<file path="config.mk">
export PLATFORM = sky130hd
export DESIGN_NAME = vpa_ctrl_flat
export DESIGN_NICKNAME = d
export VERILOG_FILES = /design/src/rtl/vpa_if.sv /design/src/rtl/vpa_ctrl.sv /design/src/flat_wrapper.sv
export SDC_FILE = /design/constraint.sdc
export NUM_CORES = 1
export LEC_CHECK = 0
export CORE_ASPECT_RATIO = 1.2
export CORE_MARGIN = 2
export CORE_UTILIZATION = 45
export DETAILED_ROUTE_END_ITERATION = 8
export PLACE_DENSITY_LB_ADDON = 0.2
export SYNTH_ARGS = -nofsm -noshare
export SYNTH_HDL_FRONTEND = slang
export SYNTH_SLANG_ARGS = --single-unit
</file>
<file path="constraint.sdc">
create_clock -name clk -period 3.2 [get_ports clk]
set_input_delay 0.48 -clock clk [delete_from_list [all_inputs] [get_ports clk]]
set_output_delay 0.48 -clock clk [all_outputs]
set_load 0.1 [all_outputs]
</file>
<file path="src/rtl/vpa_if.sv">
// Handshake bundle between the TDC readout sequencer and its driver/consumer.
// Range-limit inputs dmin/dmax are present only when VPA_RANGE_CHK_EN is defined.
interface vpa_if #(
    parameter int CNT_W = 7,
    parameter int ACC_W = 16
);
    logic             en;
    logic [CNT_W-1:0] count;
    logic [CNT_W-1:0] delta;
    logic [ACC_W-1:0] phase;
    logic             valid;
    logic             stall;
    logic             busy;
    logic             out_of_range;
`ifdef VPA_RANGE_CHK_EN
    logic [CNT_W-1:0] dmin;
    logic [CNT_W-1:0] dmax;

    modport master (
        output en, count, dmin, dmax,
        input  delta, phase, valid, stall, busy, out_of_range
    );
    modport slave (
        input  en, count, dmin, dmax,
        output delta, phase, valid, stall, busy, out_of_range
    );
`else
    modport master (
        output en, count,
        input  delta, phase, valid, stall, busy, out_of_range
    );
    modport slave (
        input  en, count,
        output delta, phase, valid, stall, busy, out_of_range
    );
`endif
endinterface

</file>
<file path="src/rtl/vpa_ctrl.sv">
// TDC ripple-counter readout: per-reference-cycle modulo increment, variable-phase
// accumulation, warm-up discard and sticky CKV stall flag; 1-cycle registered latency,
// no backpressure (one sample per clk). Optional range check under VPA_RANGE_CHK_EN.
module vpa_ctrl #(
    parameter int CNT_W     = 7,
    parameter int ACC_W     = 16,
    parameter int WARMUP    = 4,
    parameter int STALL_MAX = 3
) (
    input logic clk,
    input logic rst_n,
    vpa_if.slave bus
);
    typedef enum logic [1:0] {
        ST_IDLE,
        ST_WARMUP,
        ST_RUN
    } state_t;

    localparam logic [3:0] WARM_LAST = 4'(WARMUP - 1);
    localparam logic [3:0] STALL_LIM = 4'(STALL_MAX);

    state_t           state;
    logic [CNT_W-1:0] prev;
    logic [3:0]       warm_cnt;
    logic [3:0]       stall_cnt;
    logic [CNT_W-1:0] delta_q;
    logic [ACC_W-1:0] phase_q;
    logic             valid_q;
    logic             stall_q;
    logic             busy_q;

    logic [CNT_W-1:0] d;
    logic [ACC_W-1:0] phase_sum;
    logic [3:0]       warm_inc;
    logic [3:0]       stall_inc;

    // Counter wrap needs no special case: the truncated subtract is the true increment.
    assign d         = CNT_W'(bus.count - prev);
    assign phase_sum = phase_q + {{(ACC_W-CNT_W){1'b0}}, d};
    assign warm_inc  = warm_cnt + 4'd1;
    assign stall_inc = (stall_cnt == 4'hF) ? stall_cnt : stall_cnt + 4'd1;

`ifdef VPA_RANGE_CHK_EN
    logic oor_q;
    logic d_bad;
    assign d_bad = (d < bus.dmin) || (d > bus.dmax);
    assign bus.out_of_range = oor_q;
`else
    assign bus.out_of_range = 1'b0;
`endif

    always_ff @(posedge clk) begin
        if (!rst_n) begin
            state     <= ST_IDLE;
            prev      <= '0;
            warm_cnt  <= '0;
            stall_cnt <= '0;
            delta_q   <= '0;
            phase_q   <= '0;
            valid_q   <= 1'b0;
            stall_q   <= 1'b0;
            busy_q    <= 1'b0;
`ifdef VPA_RANGE_CHK_EN
            oor_q     <= 1'b0;
`endif
        end else begin
            prev <= bus.count;
            case (state)
                ST_IDLE: begin
                    valid_q <= 1'b0;
                    if (bus.en) begin
                        warm_cnt  <= '0;
                        stall_cnt <= '0;
                        stall_q   <= 1'b0;
                        phase_q   <= '0;
`ifdef VPA_RANGE_CHK_EN
                        oor_q     <= 1'b0;
`endif
                        // A one-cycle warm-up is satisfied by this edge alone.
                        state  <= (WARMUP == 1) ? ST_RUN : ST_WARMUP;
                        busy_q <= 1'b1;
                    end else begin
                        busy_q <= 1'b0;
                    end
                end
                ST_WARMUP: begin
                    valid_q <= 1'b0;
                    if (!bus.en) begin
                        state  <= ST_IDLE;
                        busy_q <= 1'b0;
                    end else begin
                        warm_cnt <= warm_inc;
                        busy_q   <= 1'b1;
                        if (warm_inc == WARM_LAST) begin
                            state <= ST_RUN;
                        end
                    end
                end
                ST_RUN: begin
                    if (!bus.en) begin
                        state   <= ST_IDLE;
                        valid_q <= 1'b0;
                        busy_q  <= 1'b0;
                    end else begin
                        delta_q <= d;
                        phase_q <= phase_sum;
                        valid_q <= 1'b1;
                        busy_q  <= 1'b1;
                        if (d == '0) begin
                            stall_cnt <= stall_inc;
                            if (stall_inc >= STALL_LIM) begin
                                stall_q <= 1'b1;
                            end
                        end else begin
                            stall_cnt <= '0;
                        end
`ifdef VPA_RANGE_CHK_EN
                        if (d_bad) begin
                            oor_q <= 1'b1;
                        end
`endif
                    end
                end
                default: begin
                    state   <= ST_IDLE;
                    valid_q <= 1'b0;
                    busy_q  <= 1'b0;
                end
            endcase
        end
    end

    assign bus.delta = delta_q;
    assign bus.phase = phase_q;
    assign bus.valid = valid_q;
    assign bus.stall = stall_q;
    assign bus.busy  = busy_q;
endmodule

</file>
<file path="src/flat_wrapper.sv">
// flat-port wrapper written by rule: the top's interface ports become plain ports
module vpa_ctrl_flat 
#(
    parameter int CNT_W     = 7,
    parameter int ACC_W     = 16,
    parameter int WARMUP    = 4,
    parameter int STALL_MAX = 3
)
  (clk, rst_n, bus_en, bus_count, bus_delta, bus_phase, bus_valid, bus_stall, bus_busy, bus_out_of_range);
  vpa_if #(.CNT_W(CNT_W), .ACC_W(ACC_W)) bus_i ();
  input logic clk;
  input logic rst_n;
  input wire logic [$bits(bus_i.en)-1:0] bus_en;
  input wire logic [$bits(bus_i.count)-1:0] bus_count;
  output wire logic [$bits(bus_i.delta)-1:0] bus_delta;
  output wire logic [$bits(bus_i.phase)-1:0] bus_phase;
  output wire logic [$bits(bus_i.valid)-1:0] bus_valid;
  output wire logic [$bits(bus_i.stall)-1:0] bus_stall;
  output wire logic [$bits(bus_i.busy)-1:0] bus_busy;
  output wire logic [$bits(bus_i.out_of_range)-1:0] bus_out_of_range;
  assign bus_i.en = bus_en;
  assign bus_i.count = bus_count;
  assign bus_delta = bus_i.delta;
  assign bus_phase = bus_i.phase;
  assign bus_valid = bus_i.valid;
  assign bus_stall = bus_i.stall;
  assign bus_busy = bus_i.busy;
  assign bus_out_of_range = bus_i.out_of_range;
  vpa_ctrl #(.CNT_W(CNT_W), .ACC_W(ACC_W), .WARMUP(WARMUP), .STALL_MAX(STALL_MAX)) u_core (.clk(clk), .rst_n(rst_n), .bus(bus_i));
endmodule
</file>
* Word level (Yosys, flattened, before mapping)
Cells that the tools add are included.
Word-level totals: word-level logic and storage cells 58, flip-flop bits (word level) 43, input bits 10, output and inout bits 27
Operators by class: multiplexer cells 21, equal/unequal tests 11, reduce and logical (&&, ||, !) cells 12, $add $sub $neg 4, magnitude comparators 1
Operator list (number):
- $mux W16 | 2
- $pmux W16 S2 | 1
- $mux W4 | 5
- $add A16 B7 Y16 | 1
- $pmux W4 S2 | 2
- $reduce_and A3 Y1 | 3
- $add A4 B1 Y4 const B | 2
- $mux W2 | 4
- $ne A2 B2 Y1 const B | 4
- $logic_not A7 Y1 | 1
- $sub A7 B7 Y7 | 1
- $pmux W2 S3 | 1
- $reduce_and A2 Y1 | 3
- $mux W1 | 5
- $reduce_and A5 Y1 | 1
- $eq A4 B2 Y1 const B | 1
- $eq A4 B4 Y1 const B | 1
- $ge A4 B2 Y1 const B | 1
- $ne A2 B1 Y1 const B | 2
- $reduce_bool A2 Y1 | 2
- $ne A3 B2 Y1 const B | 1
- $reduce_or A3 Y1 | 1
- $eq A2 B1 Y1 const B | 1
- $eq A2 B2 Y1 const B | 1
- 2 further kinds | 2

* Logic depth before layout (Yosys ltp)
word-level depth 7, gate-level depth with buffers 15, depth with buffers taken out 15

* Worst setup path before layout
Ideal clock, no wire load.
path kind input -> register, start in bus_count[0], end reg u_core.phase_q[15] (netlist: u_core.bus.phase[15]), stages on the path 14, path buffers 0, required time 3.109 ns, arrival time 3.405 ns, library setup time 0.091 ns, setup slack -0.297 ns, cells stage by stage inv_1 -> ha_1 -> inv_1 -> fa_1 -> a211oi_2 -> nor4b_1 -> a211o_1 -> or2_1 -> ha_1 -> nand2_1 -> o31ai_2 -> and3_1 -> a41oi_1 -> a311oi_1
Between the ends: cells in the longest elaborated chain, start to end 4
Ends and longest elaborated chain:
- start: declaration | RTL line flat_wrapper.sv:14 | input wire logic [$bits(bus_i.count)-1:0] bus_count;
- $sub A7 B7 Y7 | RTL line vpa_ctrl.sv:39 | assign d = CNT_W'(bus.count - prev);
- named net u_core.d[6] | RTL line vpa_ctrl.sv:33 | logic [CNT_W-1:0] d;
- $add A16 B7 Y16 | RTL line vpa_ctrl.sv:40 | assign phase_sum = phase_q + {{(ACC_W-CNT_W){1'b0}}, d};
- $mux W16 | RTL line vpa_ctrl.sv:101 | if (!bus.en) begin
- $pmux W16 S2 | RTL line vpa_ctrl.sv:69 | case (state)
- end signal: assignment | RTL line vpa_ctrl.sv:107 | phase_q <= phase_sum;
- end: declaration | RTL line vpa_ctrl.sv:28 | logic [ACC_W-1:0] phase_q;
The timed path passes the listed nets, and every way through them passes these cells. The select of a mux whose other input is x is not followed. A chain may end at the register's enable or synchronous reset.

* Final worst setup path
Ends and elaborated chain as after synthesis.

==> metrics.cfg <==
[synth]
ys_types=55
synth_top_area_frac=0.356
syn_nets=321
synth_top_area_cell=dfxtp_1
synth_cells=292
yosys-top-cells-area=dfxtp_1 (36%), ha_1 (8.8%), nand2_1 (5.0%), a21oi_1 (4.8%), nor2_1 (4.2%)
synth_warnings=0
ys_ff_latch=43
synth_edf_count=0
synth_ff_type=dfxtp_1
syn_area_per_cell_um2=8.28
ys_seq_area_frac=0.356
async_reset_ff_frac=0
synth_area_mm2=0.00242

[setup_path]
critPathMostFrequentCell=ha_4
cp_max_fo=3
cpPeakStageDelay_ps=360
end_kind=flop
cp_num_buf_inv=3
worstPathCellList=buf_4, inv_12, ha_4, inv_2, fa_2, a211oi_4, nor4b_2, a211o_1, or2_4, ha_4, a21oi_2, o21a_1, o31ai_4, and3_4, a31o_2, a311oi_1
worst-path-stages=16
worst-setup-path-type=input port to flop
cpMaxStageDelayCell=fa_2
arrival_ps=3370
start_kind=input port
crit_family=compound AO/OA/AOI/OAI gates
rr_worst_depth=14
crit_required_ps=3410

[timing]
tns_ps=0
slew_headroom=0.345
fin_crit_sh=0.987
skew_ps=5.02
hold_viol=0
setup_viol_count_final=0
max_freq_ghz=0.317
final.min_clock_period_ps=3160
final_max_slew_viol_count=0
tightest_slew_ps=979
rsz0062_at_grt=true

[run]
cap_violations=0

[clock_network]
cts_max_path_buffers=2
htreeDepth=2
clock-sinks=43
cts_root_buf=clkbuf_8
clk_pin_slew_ps=90
cts_tree=done
clk-insertion-delay-late_ps=300
numCtsBuffers=5

[power]
p_sw_uw=336
switching_share=0.265
p_leak_uw=0.00134
vdd_drop_max_v=0.000229
p_clk_frac=0.352
p_int_uw=930
cellPowerDensity_mw_per_mm2=389
power_frac_comb=0.218
p_seq_frac=0.431

[hold_path]
worstHoldPathType=input port to flop
hold_depth=3

[route]
viasPerCell=5.42
drtAntennaViolNets=0
vias=2303
drc_errors=0
routed_wl_um=5670
drt_iter0_markers=132
drt-pass1-iter-count=4
wl_per_cell_um=13.3

[final_layout]
fillerInstances=478
layout-drive-gt1-share=0.234
design_area_mm2=0.00326
diodes=0
final_nets=391
layoutNonFillerInstCount=425
area_growth_pct=34.7

[placement]
dpl.cell_count=416
port_buffers=35
place.gp.congestion=0.803
dpl_cell_area_mm2=0.00311
dp_hpwl_um=4180

[status]
status=completed

[global_routing]
grt_pass1_wl_um=9560
grt_antenna_before_repair=0
grt_pass1_vias=2210
track_usage=0.197
grt_max_degree=28
grt.overflow.total=0

[floorplanning]
core_region_area_mm2=0.00523
die_h_um=84.3
dieArea_mm2=0.00598
pin_count=37
die_w_um=70.9
rows=29
start_util=0.463

-- tightest hold or removal path, stage by stage --
cell and delay (ps):
buf_4 140, inv_12 50, nor2_1 30
-- flip-flops by register name, summed over array words and instances, names as in the netlist --
register,cells
u_core.bus.phase,16
u_core.bus.delta,7
u_core.prev,7
u_core.stall_cnt,4
u_core.warm_cnt,4
u_core.state,2
u_core.bus.busy,1
u_core.bus.stall,1
u_core.bus.valid,1
-- repair_timing --
action                     CTS  global route
setup endpoints to repair   11             9
buffers inserted             0             1
hold buffers                 0             0
pin swaps                    2             1
cloned                       0             0
resized for setup            7             9
-- placed cells by master, fill, tap and decap left out, drive strengths merged, types with 2 or more instances in the layout --
master         netlist  layout
buf                  2      57
dfxtp               43      43
nand2               32      32
nor2                27      27
a21oi               23      23
ha                  17      17
inv                 16      16
clkdlybuf4s50        0      14
nand3               12      12
and2                10      10
o21ai                9       9
nor2b                8       8
clkbuf               8       7
a211oi               7       7
xnor2                6       6
and3                 5       5
xor2                 4       4
nand2b               4       4
nor3b                4       4
nor3                 4       4
a31oi                4       4
o22ai                3       3
o211ai               3       3
a22oi                3       3
a41oi                3       3
a211o                2       2
a311oi               2       2
nand3b               2       2
o21a                 2       2
a21o                 2       2
nand4                2       2
clkinv               1       2
fa                   2       2
-- per-layer routing --
layer  track usage  up-vias  share of wire
met3        0.0456        9          0.044
met5             0        -              0
met1         0.221     1066           0.43
met4        0.0755        0          0.015
li1              -     1181              -
met2         0.357       47           0.51
-- metrics by stage --
stage,total power (µW),util,setup WS [ps],hold slack [ps]
after detailed placement,824,0.594,-758,450
after global routing,1320,0.623,-20.0,442
final,1270,0.623,41.5,440
after global placement,821,0.594,-705,450
after floorplan,711,-,-58.1,462
after CTS,1280,0.619,29.1,457
-- cell families (layout without fill, tap and decap cells) --
| group | after synthesis | after routing | share of synthesized area |
|---|---|---|---|
| AND/OR/NAND/NOR | 115 | 115 | 0.240 |
| AO/OA/AOI/OAI | 77 | 77 | 0.219 |
| flip-flops | 43 | 43 | 0.356 |
| buffers and inverters | 27 | 98 | 0.0435 |
| adder cells (fa/ha/maj) | 19 | 19 | 0.104 |
| XOR/XNOR | 10 | 10 | 0.0362 |
| other | 1 | 1 | 0.00155 |
-- power groups by stage --
stage | Sequential [µW] | Clock [µW] | Combinational, µW
2_1_floorplan | 562 | 0 | 149
3_3_place_gp | 558 | 0 | 263
3_5_place_dp | 558 | 0 | 266
4_1_cts | 545 | 458 | 273
5_1_grt | 546 | 477 | 301
6_report | 545 | 445 | 276
-- synth_stat cells (6+ instances only) --
cell	n
nand3_1	12
dfxtp_1	43
clkbuf_1	8
and2_1	10
nor2b_1	8
nor2_1	27
nand2_1	32
ha_1	17
inv_1	16
o21ai_0	7
xnor2_1	6
a211oi_1	6
a21oi_1	23
-- worst paths after layout --
kind	from	end	slack, ps
setup / recovery	bus_count[0]	u_core.bus.phase[15]$_SDFFE_PN0P_	40
hold / removal	bus_count[0]	u_core.prev[0]$_SDFF_PN0_	440
setup reg to reg	u_core.prev[0]$_SDFF_PN0_	u_core.bus.phase[15]$_SDFFE_PN0P_	60
hold reg to reg	u_core.bus.delta[6]$_SDFFE_PN0P_	u_core.bus.delta[6]$_SDFFE_PN0P_	460
-- area by class of cell --
class                   instances  area, µm²  area share
inverters                      17       76.3      0.0234
repair buffers                 73        586       0.180
flip-flops and latches         43        862       0.265
well taps                      62       77.6      0.0238
clock buffers                   6       82.6      0.0254
clock inverters                 2       35.0      0.0108
multi-input cells             222       1540       0.472
No activity file was read; power rests on OpenSTA's default activity.
